===== config.mk =====
export PLATFORM = sky130hd
export DESIGN_NAME = uart_transceiver_param
export DESIGN_NICKNAME = d
export VERILOG_FILES = /design/src/rtl/uart_pkg.sv /design/src/rtl/uart_tick_gen.sv /design/src/rtl/uart_transceiver_param.sv
export SDC_FILE = /design/constraint.sdc
export NUM_CORES = 1
export LEC_CHECK = 0
export ABC_AREA = 1
export BUFFER_PORTS_ARGS = -buffer_cell sky130_fd_sc_hd__buf_4
export CORE_MARGIN = 8
export CORE_UTILIZATION = 55
export CTS_CLUSTER_DIAMETER = 50
export CTS_CLUSTER_SIZE = 24
export DETAILED_ROUTE_END_ITERATION = 10
export GPL_TIMING_DRIVEN = 0
export PLACE_DENSITY = 0.75
export SYNTH_ARGS = -nofsm -noshare
export SYNTH_HDL_FRONTEND = slang
export SYNTH_HIERARCHICAL = 1
export SYNTH_SLANG_ARGS = --single-unit

===== constraint.sdc =====
create_clock -name clk -period 2 [get_ports clk]
set_clock_uncertainty 0.15 [all_clocks]
set_input_delay 0.1 -clock clk [delete_from_list [all_inputs] [get_ports clk]]
set_output_delay 0.1 -clock clk [all_outputs]
set_load 0.05 [all_outputs]

===== src/rtl/uart_pkg.sv =====
// Shared definitions for the parametrised UART: FSM encodings, parity modes
// and a parameter-legality check used at elaboration.
package uart_pkg;

  localparam int PAR_NONE = 0;
  localparam int PAR_EVEN = 1;
  localparam int PAR_ODD  = 2;

  typedef enum logic [2:0] {
    TX_IDLE,
    TX_START,
    TX_DATA,
`ifdef UART_PARITY_EN
    TX_PARITY,
`endif
    TX_STOP
  } tx_state_t;

  typedef enum logic [2:0] {
    RX_IDLE,
    RX_START,
    RX_DATA,
`ifdef UART_PARITY_EN
    RX_PARITY,
`endif
    RX_STOP,
    RX_BREAK
  } rx_state_t;

  function automatic bit uart_params_ok(input int clk_div, input int os,
                                        input int data_bits, input int stop_bits,
                                        input int parity_mode);
    return (clk_div >= 1) && (os >= 4) && ((os % 2) == 0) &&
           (data_bits >= 5) && (data_bits <= 9) &&
           ((stop_bits == 1) || (stop_bits == 2)) &&
           (parity_mode >= PAR_NONE) && (parity_mode <= PAR_ODD);
  endfunction

  // Upper payload bits are zero-extended, which leaves the XOR unchanged.
  function automatic logic parity_bit(input logic [8:0] data, input int mode);
    return (mode == PAR_ODD) ? ~(^data) : ^data;
  endfunction

endpackage


===== src/rtl/uart_tick_gen.sv =====
// Free-running oversample tick generator shared by the UART transmitter and
// receiver; tick is high for the one cycle the divider sits at CLK_DIV-1.
module uart_tick_gen
  import uart_pkg::*;
#(
  parameter int CLK_DIV = 27
) (
  input  logic clk,
  input  logic reset,
  output logic tick
);

  localparam int CW = (CLK_DIV > 1) ? $clog2(CLK_DIV) : 1;
  localparam logic [CW-1:0] LAST = CW'(CLK_DIV - 1);

  logic [CW-1:0] cnt;

  always_ff @(posedge clk) begin
    if (reset) begin
      cnt <= '0;
    end else if (cnt == LAST) begin
      cnt <= '0;
    end else begin
      cnt <= cnt + 1'b1;
    end
  end

  assign tick = (cnt == LAST);

endmodule


===== src/rtl/uart_transceiver_param.sv =====
// Full-duplex parametrised UART (independent TX and RX FSMs, one shared tick).
// Optional parity bit generation/checking is built only when UART_PARITY_EN is defined.
module uart_transceiver_param
  import uart_pkg::*;
#(
  parameter int CLK_DIV     = 27,
  parameter int OVERSAMPLE  = 16,
  parameter int DATA_BITS   = 8,
  parameter int STOP_BITS   = 1,
  parameter int PARITY_MODE = 0
) (
  input  logic                 clk,
  input  logic                 reset,
  input  logic                 tx_start,
  input  logic [DATA_BITS-1:0] tx_data,
  output logic                 tx_busy,
  output logic                 tx_done,
  output logic                 tx,
  input  logic                 rx,
  output logic [DATA_BITS-1:0] rx_data,
  output logic                 rx_valid,
  output logic                 rx_frame_err,
  output logic                 rx_parity_err
);

  if (!uart_params_ok(CLK_DIV, OVERSAMPLE, DATA_BITS, STOP_BITS, PARITY_MODE)) begin : g_bad_params
    $error("uart_transceiver_param: illegal parameter set");
  end

  localparam int CW = $clog2(2 * OVERSAMPLE);
  localparam int BW = $clog2(DATA_BITS);
  localparam logic [CW-1:0] OS_LAST   = CW'(OVERSAMPLE - 1);
  localparam logic [CW-1:0] HALF_LAST = CW'(OVERSAMPLE / 2 - 1);
  localparam logic [CW-1:0] STOP_LAST = CW'(STOP_BITS * OVERSAMPLE - 1);
  localparam logic [BW-1:0] DB_LAST   = BW'(DATA_BITS - 1);
  localparam logic          SB_LAST   = 1'(STOP_BITS - 1);
`ifdef UART_PARITY_EN
  localparam bit PAR_ON = (PARITY_MODE != PAR_NONE);
`endif

  logic tick;

  uart_tick_gen #(.CLK_DIV(CLK_DIV)) u_tick_gen (
    .clk   (clk),
    .reset (reset),
    .tick  (tick)
  );

  // ---------------- transmitter ----------------
  tx_state_t            tx_state;
  logic [DATA_BITS-1:0] tx_shreg;
  logic [CW-1:0]        tx_os_cnt;
  logic [BW-1:0]        tx_bit_cnt;
  logic                 tx_armed;
`ifdef UART_PARITY_EN
  logic                 tx_par;
`endif

  always_ff @(posedge clk) begin
    if (reset) begin
      tx_state   <= TX_IDLE;
      tx_shreg   <= '0;
      tx_os_cnt  <= '0;
      tx_bit_cnt <= '0;
      tx_armed   <= 1'b0;
      tx         <= 1'b1;
      tx_busy    <= 1'b0;
      tx_done    <= 1'b0;
`ifdef UART_PARITY_EN
      tx_par     <= 1'b0;
`endif
    end else begin
      tx_done <= 1'b0;
      case (tx_state)
        TX_IDLE: begin
          if (tx_start) begin
            tx_shreg  <= tx_data;
            tx_busy   <= 1'b1;
            tx_armed  <= 1'b1;
            tx_os_cnt <= '0;
            tx_state  <= TX_START;
`ifdef UART_PARITY_EN
            tx_par    <= parity_bit(9'(tx_data), PARITY_MODE);
`endif
          end
        end
        // tx_armed holds the line high until the first tick so every bit
        // cell is aligned to the shared tick grid.
        TX_START: begin
          if (tick) begin
            if (tx_armed) begin
              tx        <= 1'b0;
              tx_armed  <= 1'b0;
              tx_os_cnt <= '0;
            end else if (tx_os_cnt == OS_LAST) begin
              tx         <= tx_shreg[0];
              tx_shreg   <= tx_shreg >> 1;
              tx_bit_cnt <= '0;
              tx_os_cnt  <= '0;
              tx_state   <= TX_DATA;
            end else begin
              tx_os_cnt <= tx_os_cnt + 1'b1;
            end
          end
        end
        TX_DATA: begin
          if (tick) begin
            if (tx_os_cnt == OS_LAST) begin
              tx_os_cnt <= '0;
              if (tx_bit_cnt == DB_LAST) begin
`ifdef UART_PARITY_EN
                if (PAR_ON) begin
                  tx       <= tx_par;
                  tx_state <= TX_PARITY;
                end else begin
                  tx       <= 1'b1;
                  tx_state <= TX_STOP;
                end
`else
                tx       <= 1'b1;
                tx_state <= TX_STOP;
`endif
              end else begin
                tx         <= tx_shreg[0];
                tx_shreg   <= tx_shreg >> 1;
                tx_bit_cnt <= tx_bit_cnt + 1'b1;
              end
            end else begin
              tx_os_cnt <= tx_os_cnt + 1'b1;
            end
          end
        end
`ifdef UART_PARITY_EN
        TX_PARITY: begin
          if (tick) begin
            if (tx_os_cnt == OS_LAST) begin
              tx_os_cnt <= '0;
              tx        <= 1'b1;
              tx_state  <= TX_STOP;
            end else begin
              tx_os_cnt <= tx_os_cnt + 1'b1;
            end
          end
        end
`endif
        TX_STOP: begin
          if (tick) begin
            if (tx_os_cnt == STOP_LAST) begin
              tx_os_cnt <= '0;
              tx_done   <= 1'b1;
              tx_busy   <= 1'b0;
              tx_state  <= TX_IDLE;
            end else begin
              tx_os_cnt <= tx_os_cnt + 1'b1;
            end
          end
        end
        default: tx_state <= TX_IDLE;
      endcase
    end
  end

  // ---------------- receiver ----------------
  logic rx_meta;
  logic rx_sync;

  always_ff @(posedge clk) begin
    if (reset) begin
      rx_meta <= 1'b1;
      rx_sync <= 1'b1;
    end else begin
      rx_meta <= rx;
      rx_sync <= rx_meta;
    end
  end

  rx_state_t            rx_state;
  logic [DATA_BITS-1:0] rx_shreg;
  logic [CW-1:0]        rx_os_cnt;
  logic [BW-1:0]        rx_bit_cnt;
  logic                 rx_stop_idx;
  logic                 rx_stop_bad;
`ifdef UART_PARITY_EN
  logic                 rx_par_bad;
`endif

  always_ff @(posedge clk) begin
    if (reset) begin
      rx_state      <= RX_IDLE;
      rx_shreg      <= '0;
      rx_os_cnt     <= '0;
      rx_bit_cnt    <= '0;
      rx_stop_idx   <= 1'b0;
      rx_stop_bad   <= 1'b0;
      rx_data       <= '0;
      rx_valid      <= 1'b0;
      rx_frame_err  <= 1'b0;
`ifdef UART_PARITY_EN
      rx_par_bad    <= 1'b0;
      rx_parity_err <= 1'b0;
`endif
    end else begin
      rx_valid     <= 1'b0;
      rx_frame_err <= 1'b0;
`ifdef UART_PARITY_EN
      rx_parity_err <= 1'b0;
`endif
      case (rx_state)
        RX_IDLE: begin
          if (tick && !rx_sync) begin
            rx_os_cnt <= '0;
            rx_state  <= RX_START;
          end
        end
        // Half a bit in: a line back high means the low was a glitch.
        RX_START: begin
          if (tick) begin
            if (rx_os_cnt == HALF_LAST) begin
              rx_os_cnt <= '0;
              if (rx_sync) begin
                rx_state <= RX_IDLE;
              end else begin
                rx_bit_cnt <= '0;
                rx_state   <= RX_DATA;
`ifdef UART_PARITY_EN
                rx_par_bad <= 1'b0;
`endif
              end
            end else begin
              rx_os_cnt <= rx_os_cnt + 1'b1;
            end
          end
        end
        RX_DATA: begin
          if (tick) begin
            if (rx_os_cnt == OS_LAST) begin
              rx_os_cnt <= '0;
              rx_shreg  <= {rx_sync, rx_shreg[DATA_BITS-1:1]};
              if (rx_bit_cnt == DB_LAST) begin
                rx_stop_idx <= 1'b0;
                rx_stop_bad <= 1'b0;
`ifdef UART_PARITY_EN
                rx_state    <= PAR_ON ? RX_PARITY : RX_STOP;
`else
                rx_state    <= RX_STOP;
`endif
              end else begin
                rx_bit_cnt <= rx_bit_cnt + 1'b1;
              end
            end else begin
              rx_os_cnt <= rx_os_cnt + 1'b1;
            end
          end
        end
`ifdef UART_PARITY_EN
        RX_PARITY: begin
          if (tick) begin
            if (rx_os_cnt == OS_LAST) begin
              rx_os_cnt  <= '0;
              rx_par_bad <= (rx_sync != parity_bit(9'(rx_shreg), PARITY_MODE));
              rx_state   <= RX_STOP;
            end else begin
              rx_os_cnt <= rx_os_cnt + 1'b1;
            end
          end
        end
`endif
        RX_STOP: begin
          if (tick) begin
            if (rx_os_cnt == OS_LAST) begin
              rx_os_cnt <= '0;
              if (rx_stop_idx == SB_LAST) begin
                rx_data      <= rx_shreg;
                rx_valid     <= 1'b1;
                rx_frame_err <= rx_stop_bad | ~rx_sync;
`ifdef UART_PARITY_EN
                rx_parity_err <= PAR_ON & rx_par_bad;
`endif
                rx_state     <= (rx_stop_bad | ~rx_sync) ? RX_BREAK : RX_IDLE;
              end else begin
                rx_stop_bad <= rx_stop_bad | ~rx_sync;
                rx_stop_idx <= 1'b1;
              end
            end else begin
              rx_os_cnt <= rx_os_cnt + 1'b1;
            end
          end
        end
        // A held-low line reports one framing error, then waits for idle.
        RX_BREAK: begin
          if (rx_sync) rx_state <= RX_IDLE;
        end
        default: rx_state <= RX_IDLE;
      endcase
    end
  end

`ifndef UART_PARITY_EN
  assign rx_parity_err = 1'b0;
`endif

endmodule


==> metrics.csv, run 1 <==
stage;metric;value;unit
run_status;outcome;complete, no violations;
logic_synthesis;area of the mapped netlist;2870;µm²
layout;Final Core Density;70.9;%
drt;initial DRC count;245;
cts;CTS tree;built;
min_path;Tightest Hold Check Type;input port to flop;
layout;nets;486;
placement;Final HPWL DP;4110;µm
die;Die Width;88.2;µm
cts;Root Buffer;clkbuf_8;
drt;# DRC;0;
cts;Reg clk slew, reported paths;0.07;ns
die;I/O Pins;26;
drt;WL per Instance;11.6;µm
grt;largest net degree at the start of global routing;13;
drt;Routed Antenna Nets;0;
timing;crit share post-route;93.5;%
job;MaxCap Viol Count;0;
min_path;Worst Hold End;tx_busy;
layout;Ant. Diodes;0;
placement;Port Buffers;24;
logic_synthesis;count of cell types in the netlist;36;
grt;vias in the first global route;2475;
timing;minimum clock period after layout;1.87;ns
die;num rows;26;
logic_synthesis;cell taking the most area after synthesis;dfxtp_1;
drt;Via Count;2692;
die;die height;88.2;µm
logic_synthesis;post-synthesis sequential area ratio;41.2;%
critical_path;Crit path arrival time;1.96;ns
layout;commonest non-fill, non-tap cell in the layout;nand2_1;
logic_synthesis;syn_area_per_cell;6.98;µm²
critical_path;Setup crit end kind;flop;
min_path;Hold Crit Start;tx_start;
critical_path;Slowest cell on crit path;dfxtp_4;
power_and_ir_drop;Power, Total;4220;µW
critical_path;WS Path Type;flop to flop;
drt;DRT Pass-1 Iters;4;
layout;fillcell total;427;
timing;Final Setup Violations;0;
layout;leading cell types in the layout, fill and taps excluded;nand2_1 (84), nor2_1 (75), dfxtp_1 (57);
logic_synthesis;ys flop type;dfxtp_1;
critical_path;reg-to-reg endpoint;tx_shreg[6];
logic_synthesis;Ys Warns;6;
layout;layout cells sized above 1;18.5;%
power_and_ir_drop;worst vdd ir;1000;µV
placement;routability cong.;0.874;
grt;global route overflow;0;
logic_synthesis;synthesized net count;437;
logic_synthesis;Post-synth EDFFs;0;
grt;initial antenna violation count;0;
power_and_ir_drop;P_leak;0.00166;µW
cts;CTS Buffer Depth;2;
die;core area;5070;µm²
cts;TritonCTS Buffers;9;
logic_synthesis;Synth Register Bits;59;
cts;htree depth;3;
critical_path;Startpoint Class;flop;
critical_path;CP peak stage delay;0.36;ns
timing;Slew Limit Fails;0;
drt;Post-Route WL;6210;µm
logic_synthesis;Syn Inst Count;411;
logic_synthesis;Post-synth ARST share;0;%
critical_path;worst path bufs/invs;5;
grt;total global routing track utilization;17.0;%
timing;Peak Freq;535;MHz
critical_path;CP Data Required Time;2.09;ns
min_path;hold path cells;6;
critical_path;CP top delay family;simple AND/OR/NAND/NOR gates;
critical_path;worst-path fanout max;7;
drt;routed vias/inst;5.03;
grt;first-pass GRT wire length;10400;µm
power_and_ir_drop;Cell Pwr Density;1170;nW/µm²
logic_synthesis;Synth top area share;41.2;%
placement;Placed Area;3140;µm²
die;initial core utilization;56.6;%
logic_synthesis;ranking of synthesized cells by area;dfxtp_1 (41%), nand2_1 (12%), nor2_1 (9.9%);
critical_path;Reg-to-Reg Start;u_tick_gen/cnt[0];
cts;Clk Latency, worst-skew pair;0.35;ns
die;Die ar.;7790;µm²
layout;synth-to-layout area growth;25.3;%
critical_path;worst reg-to-reg setup slack;0.13;ns
cts;Clock Sinks;59;
critical_path;worst-path cell chain;inv_1 > ha_1 > nand2_1 > inv_1 > nand2_2 > inv_4 > buf_4 > nand2_1 > nand2_2 > nand3_4 > clkinv_4 > nor2_1 > nor2_1;
critical_path;reg2reg path depth;13;
layout;final design area excluding fillers;3600;µm²
timing;final hold vios;0;
[area by class of cell]
cell class                 instances  area [µm²]  share of cell area, %
multi-input combinational        291        1530                   42.6
sequential                        59        1190                   33.0
timing repair buffer              37         303                   8.42
inverter                          52         209                   5.81
clock buffer                       9         124                   3.44
clock inverter                     7         100                   2.78
tap                               70        87.6                   2.43
buffer                            10        53.8                   1.50
[sequential cells by signal, summed over array words and instances, names as in the netlist, 2 cells and up]
signal          cells
rx_bit_cnt          3
tx_state            2
tx_shreg            8
rx_shreg            8
rx_os_cnt           5
u_tick_gen/cnt      5
tx_os_cnt           5
rx_data             8
tx_bit_cnt          3
rx_state            3
[synth_stat cells (2+ instances only)]
master	count
ha_1	14
nand3_1	13
dfxtp_1	59
nor2_1	76
clkbuf_1	3
o21ai_0	37
xor2_1	2
or2_2	3
nor3_2	4
buf_2	4
nand4_1	4
a21oi_1	27
nand2_2	2
nor2_2	3
nor3_1	2
nand2_1	88
nand3_2	2
inv_2	3
inv_1	47
o21bai_1	2
[through the flow]
step / cells / setup WS [ns] / hold slack, ns / TNS [ns]
final: 535 / 0.130 / 0.0399 / 0
after global routing: 535 / -0.0367 / 0.0666 / -0.0629
after CTS: 532 / 0.0102 / 0.0178 / 0
after detailed placement: 505 / -0.101 / 0.137 / -0.656
after global placement: 505 / -0.0489 / 0.136 / -0.272
after floorplan: 411 / 0.209 / 0.0538 / 0
[power by group]
group          switching [µW]  total, µW  internal [µW]
logic                     999       1550            554
registers                96.6       1440           1340
clock network             514       1220            711
total                    1610       4220           2610
[worst register-to-register path, stage by stage, from the launching register on]
cell      delay (ns)
dfxtp_4         0.36
inv_1           0.04
ha_1            0.18
nand2_1         0.06
inv_1           0.04
nand2_2         0.09
inv_4           0.05
buf_4           0.13
nand2_1         0.12
nand2_2         0.14
nand3_4         0.16
clkinv_4        0.09
nor2_1          0.11
nor2_1          0.05
[logic make-up (layout without fill, tap and decap cells)]
family	after synthesis	after routing	share of synthesized area (%)
simple gates	201	202	30.0
compound gates	71	71	12.9
buf+inv	62	115	8.72
flops	59	59	41.2
fa+ha+maj	14	14	6.10
xor+xnor	3	3	0.916
other cells	1	1	0.131
[routing by layer]
layer  global-route usage (%)  wire [µm]  vias up
met5                        0          0        -
met4                     7.37         78        0
met3                     5.01        220        7
met2                     28.2       2960       52
met1                     19.7       2950     1226
li1                         -          -     1407
[worst max-delay path by stage]
stage / start / to / slack [ns] / cells past startpoint
global placement: u_tick_gen/cnt[0] / tx_shreg[3] / -0.05 / 13
floorplan: u_tick_gen/cnt[0] / tx_shreg[0] / 0.21 / 13
detailed placement: u_tick_gen/cnt[0] / tx_shreg[3] / -0.10 / 13
finish: u_tick_gen/cnt[0] / tx_shreg[6] / 0.13 / 13
global route: u_tick_gen/cnt[0] / tx_shreg[6] / -0.04 / 13
CTS: u_tick_gen/cnt[0] / tx_shreg[3] / 0.01 / 13
[what timing repair did]
item	in CTS	in global routing
buffers inserted	0	3
resized for setup	11	25
pin swaps	3	9
cloned	1	0
endpoints found under the setup margin	19	40
hold buffers	10	0
endpoints found under the hold margin	14	0
Power figures use the tool's default switching activity.
==> run 2: changes to the inputs <==
- CORE_UTILIZATION: 55 -> 25
- PLACE_DENSITY: 0.75 -> not set
==> metrics.csv, run 2 (synthesis gave the netlist of run 1 again) <==
stage;metric;value;unit;change
run_status;outcome;complete, no violations;;
die;initial core utilization;25.4;%;-31 points
layout;leading cell types in the layout, fill and taps excluded;nand2_1 (84), nor2_1 (75), dfxtp_1 (56);;
power_and_ir_drop;Cell Pwr Density;1180;nW/µm²;+0.30%
grt;global route overflow;0;;unchanged
power_and_ir_drop;worst vdd ir;576;µV;-43%
critical_path;Crit path arrival time;1.94;ns;-0.02 ns
layout;Ant. Diodes;0;;unchanged
power_and_ir_drop;clock power share;31.3;%;+2.3 points
placement;Final HPWL DP;4680;µm;+14%
drt;Routed Antenna Nets;0;;unchanged
critical_path;reg-to-reg endpoint;tx_shreg[5];;
critical_path;Startpoint Class;flop;;
critical_path;Setup crit end kind;flop;;
grt;vias in the first global route;2518;;+1.7%
drt;initial DRC count;161;;-34%
cts;Root Buffer;clkbuf_16;;
cts;CTS Buffer Depth;2;;unchanged
power_and_ir_drop;sequential share of power;33.2;%;-0.9 points
grt;initial antenna violation count;0;;unchanged
layout;layout cells sized above 1;19.6;%;+1.1 points
die;die height;123;µm;+40%
cts;Reg clk slew, reported paths;0.05;ns;-0.02 ns
drt;# DRC;0;;unchanged
timing;crit share post-route;94.1;%;+0.61 points
power_and_ir_drop;sw power;1610;µW;+0.25%
grt;met3 Use GR;2.19;%;-2.8 points
timing;Peak Freq;531;MHz;-0.64%
timing;minimum clock period after layout;1.88;ns;+0.0121 ns
layout;nets;486;;unchanged
die;core area;11300;µm²;+120%
critical_path;CP top delay family;simple AND/OR/NAND/NOR gates;;
timing;Slew @ Worst Pin;0.587;ns;
cts;Clk Latency, worst-skew pair;0.32;ns;-0.03 ns
critical_path;Slowest cell on crit path;dfxtp_1;;
die;Die ar.;15200;µm²;+95%
drt;DRT Pass-1 Iters;4;;unchanged
die;Die Width;123;µm;+40%
grt;GR met1 Demand/Resource;10.5;%;-9.2 points
min_path;hold path cells;6;;unchanged
layout;Top Registers;rx_data (8), rx_shreg (8), tx_shreg (8);;
power_and_ir_drop;sw frac;36.8;%;-1.3 points
grt;GR Util met2;14.5;%;-14 points
timing;Slew Limit Fails;0;;unchanged
power_and_ir_drop;P_int;2770;µW;+6.1%
timing;final hold vios;0;;unchanged
timing;RSZ-0062 raised after global routing;true;;
layout;Post-Layout Cell Count;607;;+13%
critical_path;WS Path Type;flop to flop;;
critical_path;worst reg-to-reg setup slack;0.12;ns;about the same
drt;routed vias/inst;4.34;;-14%
job;MaxCap Viol Count;0;;unchanged
min_path;Tightest Hold Check Type;input port to flop;;
cts;htree depth;3;;unchanged
drt;Post-Route WL;6500;µm;+4.7%
critical_path;CP Data Required Time;2.06;ns;-0.03 ns
power_and_ir_drop;Gate power share;35.5;%;-1.3 points
critical_path;reg2reg path depth;8;;-5
layout;synth-to-layout area growth;29.8;%;
critical_path;worst path bufs/invs;1;;-4
timing;Slew Limit Headroom;60.8;%;
grt;total global routing track utilization;8.73;%;-8.2 points
timing;Final Setup Violations;0;;unchanged
grt;busiest grt layer;met2;;
critical_path;Reg-to-Reg Start;tx_state[1];;
grt;first-pass GRT wire length;10800;µm;+3.8%
drt;WL per Instance;10.7;µm;-7.8%
die;I/O Pins;26;;unchanged
placement;placed cell count;578;;+14%
critical_path;worst-path cell chain;inv_1 > ha_1 > nand2_2 > nand2_1 > nor3_4 > nand3_4 > o21ai_1 > nor2_1;;
critical_path;worst-path fanout max;5;;-2
cts;TritonCTS Buffers;9;;unchanged
cts;CTS tree;built;;
power_and_ir_drop;Power, Total;4380;µW;+3.9%
grt;largest net degree at the start of global routing;11;;-2
cts;Clock Sinks;59;;unchanged
min_path;Worst Hold End;tx_busy;;
critical_path;CP peak stage delay;0.38;ns;+0.02 ns
drt;Via Count;2632;;-2.2%
min_path;Hold Crit Start;tx_start;;
die;num rows;39;;+50%
placement;Port Buffers;24;;unchanged
power_and_ir_drop;P_leak;0.00167;µW;+0.95%
layout;Final Core Density;32.9;%;-38 points
placement;routability cong.;0.871;;-0.30%
layout;commonest non-fill, non-tap cell in the layout;nand2_1;;
-- run 2: cell types whose count changed in the layout (fill, tap and decap cells not counted), sizes merged --
cell / previous run / this run
bufinv: 2 / 0
clkbuf: 12 / 13
clkinvlp: 1 / 2
inv: 52 / 51
-- run 2: area by class of cell --
cell class / instances / area [µm²]
multi-input cells: 291 / 1530
fillers: 1224 / 7600
repair buffers: 37 / 303
well taps: 143 / 179
flip-flops and latches: 59 / 1190
clock buffers: 10 / 239
plain buffers: 10 / 53.8
inverters: 52 / 203
clock inverters: 5 / 30.0
-- run 2: worst min-delay path, cell delays in order --
cell,delay (ns)
buf_4,0.08
inv_1,0.03
nand2_2,0.08
nand3_1,0.08
nand2_1,0.05
a21oi_1,0.03
-- run 2: how the worst max path moves through the flow --
| stage | startpoint | endpoint | slack [ns] | depth (start not counted) |
|---|---|---|---|---|
| floorplan | u_tick_gen/cnt[0] | tx_shreg[0] | 0.21 | 13 |
| global placement | u_tick_gen/cnt[0] | tx_shreg[5] | -0.04 | 13 |
| detailed placement | u_tick_gen/cnt[0] | tx_shreg[4] | -0.10 | 13 |
| CTS | u_tick_gen/cnt[0] | tx_shreg[5] | 0.008 | 13 |
| global route | u_tick_gen/cnt[0] | tx_shreg[3] | -0.02 | 13 |
| finish | tx_state[1] | tx_shreg[5] | 0.12 | 8 |
-- run 2: per-layer routing --
layer  vias up  share of wire (%)
li1       1411                  -
met1      1177                 48
met2        42                 48
met3         2                3.4
met4         0               0.28
met5         -                  0
-- run 2: metrics by stage --
stage / hold WS, ns / TNS [ns] / setup slack, ns / instance area (µm²)
after global routing: 0.0620 / -0.0478 / -0.0194 / 3720
after CTS: 0.0582 / 0 / 0.00834 / 3610
after detailed placement: 0.139 / -0.606 / -0.103 / 3230
after global placement: 0.139 / -0.214 / -0.0412 / 3230
final: 0.0354 / 0 / 0.118 / 3720
after floorplan: 0.0538 / 0 / 0.209 / 2870
-- run 2: timing repair --
action / in CTS / in global routing
endpoints found under the setup margin: 15 / 40
pin swaps: 1 / 11
cloned: 0 / 1
gates resized for setup: 3 / 36
hold endpoints to repair: 14 / 0
hold buffers: 10 / 0
buffers inserted: 0 / 3
-- run 2: power by group through the flow --
stage	Clock [µW]	Sequential (µW)	Combinational, µW
finish	1370	1450	1560
global route	1470	1470	1790
CTS	1420	1450	1350
detailed placement	0	1470	1310
global placement	0	1460	1260
floorplan	0	1470	1020
==> run 3: changes to the inputs <==
- BUFFER_PORTS_ARGS: -buffer_cell sky130_fd_sc_hd__buf_4 -> -buffer_cell sky130_fd_sc_hd__buf_2
==> metrics.csv, run 3 (synthesis gave the netlist of run 1 again) <==
stage;metric;value;unit;change
die;Die Width;123;µm;unchanged
layout;fillcell total;1246;;+1.8%
grt;busiest grt layer;met2;;
cts;Reg clk slew, reported paths;0.05;ns;about the same
power_and_ir_drop;Cell Pwr Density;1210;nW/µm²;+3.0%
power_and_ir_drop;worst vdd ir;822;µV;+43%
layout;Multi-input gate area;1490;µm²;-2.8%
timing;final hold vios;1;;+1
layout;commonest non-fill, non-tap cell in the layout;nand2_1;;
layout;leading cell types in the layout, fill and taps excluded;nand2_1 (85), nor2_1 (76), dfxtp_1 (56);;
drt;DRT Pass-1 Iters;4;;unchanged
critical_path;Startpoint Class;flop;;
die;initial core utilization;25.4;%;unchanged
placement;Port Buffers;24;;unchanged
critical_path;WS Path Type;flop to flop;;
critical_path;CP peak stage delay;0.34;ns;-0.04 ns
power_and_ir_drop;clock power share;33.7;%;+2.4 points
grt;vias in the first global route;2558;;+1.6%
run_status;failing checks;hold timing;;
layout;Final Core Density;32.1;%;-0.78 points
power_and_ir_drop;sw power;1590;µW;-1.6%
timing;Final Setup Violations;0;;unchanged
layout;nets;485;;-0.21%
power_and_ir_drop;Gate power share;33.4;%;-2.1 points
drt;Via Count;2651;;+0.72%
cts;CTS Buffer Depth;2;;unchanged
critical_path;worst-path cell chain;inv_1 > ha_1 > nand2_1 > inv_1 > nand2_2 > inv_4 > inv_4 > nand2_2 > inv_2 > nor3_4 > nand3_2 > o21ai_0 > nor2_1;;
layout;synth-to-layout area growth;26.7;%;
cts;Clock Sinks;59;;unchanged
timing;Slew Limit Fails;0;;unchanged
layout;layout cells sized above 1;17.7;%;-1.9 points
grt;met3 Use GR;2.28;%;+0.091 points
layout;Ant. Diodes;0;;unchanged
drt;Routed Antenna Nets;0;;unchanged
drt;WL per Instance;10.7;µm;+0.35%
placement;Placed Area;3170;µm²;-1.9%
die;I/O Pins;26;;unchanged
placement;routability cong.;0.867;;-0.46%
critical_path;CP top delay family;simple AND/OR/NAND/NOR gates;;
run_status;outcome;complete, but fails checks;;
cts;CTS tree;built;;
critical_path;CP Data Required Time;2.07;ns;about the same
layout;sequential cell area;1190;µm²;unchanged
die;num rows;39;;unchanged
grt;GR met1 Demand/Resource;11.1;%;+0.51 points
timing;Peak Freq;531;MHz;-0.15%
placement;Final HPWL DP;4670;µm;-0.24%
timing;smallest hold slack;-0.0188;ns;-0.0542 ns
critical_path;worst path bufs/invs;5;;+4
grt;GR Util met2;14.4;%;-0.10 points
layout;Top Registers;rx_data (8), rx_shreg (8), tx_shreg (8);;
power_and_ir_drop;sw frac;36.0;%;-0.79 points
cts;TritonCTS Buffers;9;;unchanged
power_and_ir_drop;P_int;2820;µW;+1.8%
drt;Post-Route WL;6520;µm;+0.35%
critical_path;Crit path arrival time;1.95;ns;about the same
die;core area;11300;µm²;unchanged
grt;global route overflow;0;;unchanged
timing;crit share post-route;94.2;%;+0.14 points
critical_path;Slowest cell on crit path;dfxtp_4;;
die;die height;123;µm;unchanged
critical_path;Setup crit end kind;flop;;
grt;largest net degree at the start of global routing;11;;unchanged
power_and_ir_drop;P_leak;0.00167;µW;-0.29%
cts;htree depth;3;;unchanged
drt;routed vias/inst;4.37;;+0.72%
timing;RSZ-0062 raised after global routing;false;;
grt;total global routing track utilization;9.04;%;+0.31 points
grt;initial antenna violation count;0;;unchanged
power_and_ir_drop;sequential share of power;32.9;%;-0.3 points
job;MaxCap Viol Count;0;;unchanged
cts;Clk Latency, worst-skew pair;0.32;ns;about the same
drt;initial DRC count;108;;-33%
die;Die ar.;15200;µm²;unchanged
timing;minimum clock period after layout;1.88;ns;+0.00281 ns
drt;# DRC;0;;unchanged
cts;Root Buffer;clkbuf_16;;
grt;first-pass GRT wire length;11300;µm;+4.7%
layout;final design area excluding fillers;3640;µm²;-2.4%
critical_path;worst-path fanout max;7;;+2
min_path;Tightest Hold Check Type;input port to flop;;
run 3: worst register-to-register path, delay by kind of cell (launching register included):
kind | cells | cell delay [ns]
buffers and inverters | 5 | 0.31
adders and majority gates | 1 | 0.13
DFF | 1 | 0.34
and+or+nand+nor | 6 | 0.65
AOI/OAI and AO/OA | 1 | 0.18
run 3: routing by layer:
| layer | wire length (µm) | share of wire [%] |
|---|---|---|
| met5 | 0 | 0 |
| met4 | 121 | 1.9 |
| met3 | 241 | 3.7 |
| met2 | 2980 | 46 |
| met1 | 3170 | 49 |
run 3: cell type report:
| type | count | share of cell area, % |
|---|---|---|
| sequential | 59 | 32.7 |
| clock inverter | 5 | 1.48 |
| tap | 143 | 4.92 |
| multi-input combinational | 291 | 40.9 |
| inverter | 52 | 5.75 |
| timing repair buffer | 36 | 6.40 |
| buffer | 10 | 1.48 |
| clock buffer | 11 | 6.40 |
run 3: power by group through the flow:
stage | Combinational (µW) | Clock [µW] | Sequential (µW)
after global routing | 1710 | 1570 | 1470
after floorplan | 1020 | 0 | 1470
final | 1470 | 1490 | 1450
after CTS | 1410 | 1510 | 1450
after global placement | 1250 | 0 | 1460
after detailed placement | 1290 | 0 | 1470
run 3: timing repair:
item / in CTS / in global routing
gates resized for setup: 7 / 20
hold buffers: 9 / 0
setup endpoints to repair: 24 / 38
pin swaps: 2 / 6
setup buffers: 0 / 3
hold endpoints to repair: 13 / 0
cloned: 1 / 0
run 3: final timing paths:
check               startpoint                end  slack [ns]  cells past startpoint
min                 tx_data[6]        tx_shreg[6]       -0.02                      5
max reg2reg  u_tick_gen/cnt[0]        tx_shreg[3]        0.12                     13
max          u_tick_gen/cnt[0]        tx_shreg[3]        0.12                     13
min reg2reg  u_tick_gen/cnt[0]  u_tick_gen/cnt[0]        0.26                      1
run 3: through the flow:
step | instances | hold WS (ns) | setup slack [ns] | total power, µW | TNS, ns
2_1_floorplan | 411 | 0.0538 | 0.209 | 2490 | 0
3_3_place_gp | 578 | 0.138 | -0.0573 | 2710 | -0.322
3_5_place_dp | 578 | 0.139 | -0.0952 | 2760 | -0.945
4_1_cts | 604 | 0.00369 | 0.0117 | 4360 | 0
5_1_grt | 607 | -0.00182 | 0.00428 | 4740 | 0
6_report | 607 | -0.0188 | 0.115 | 4400 | 0
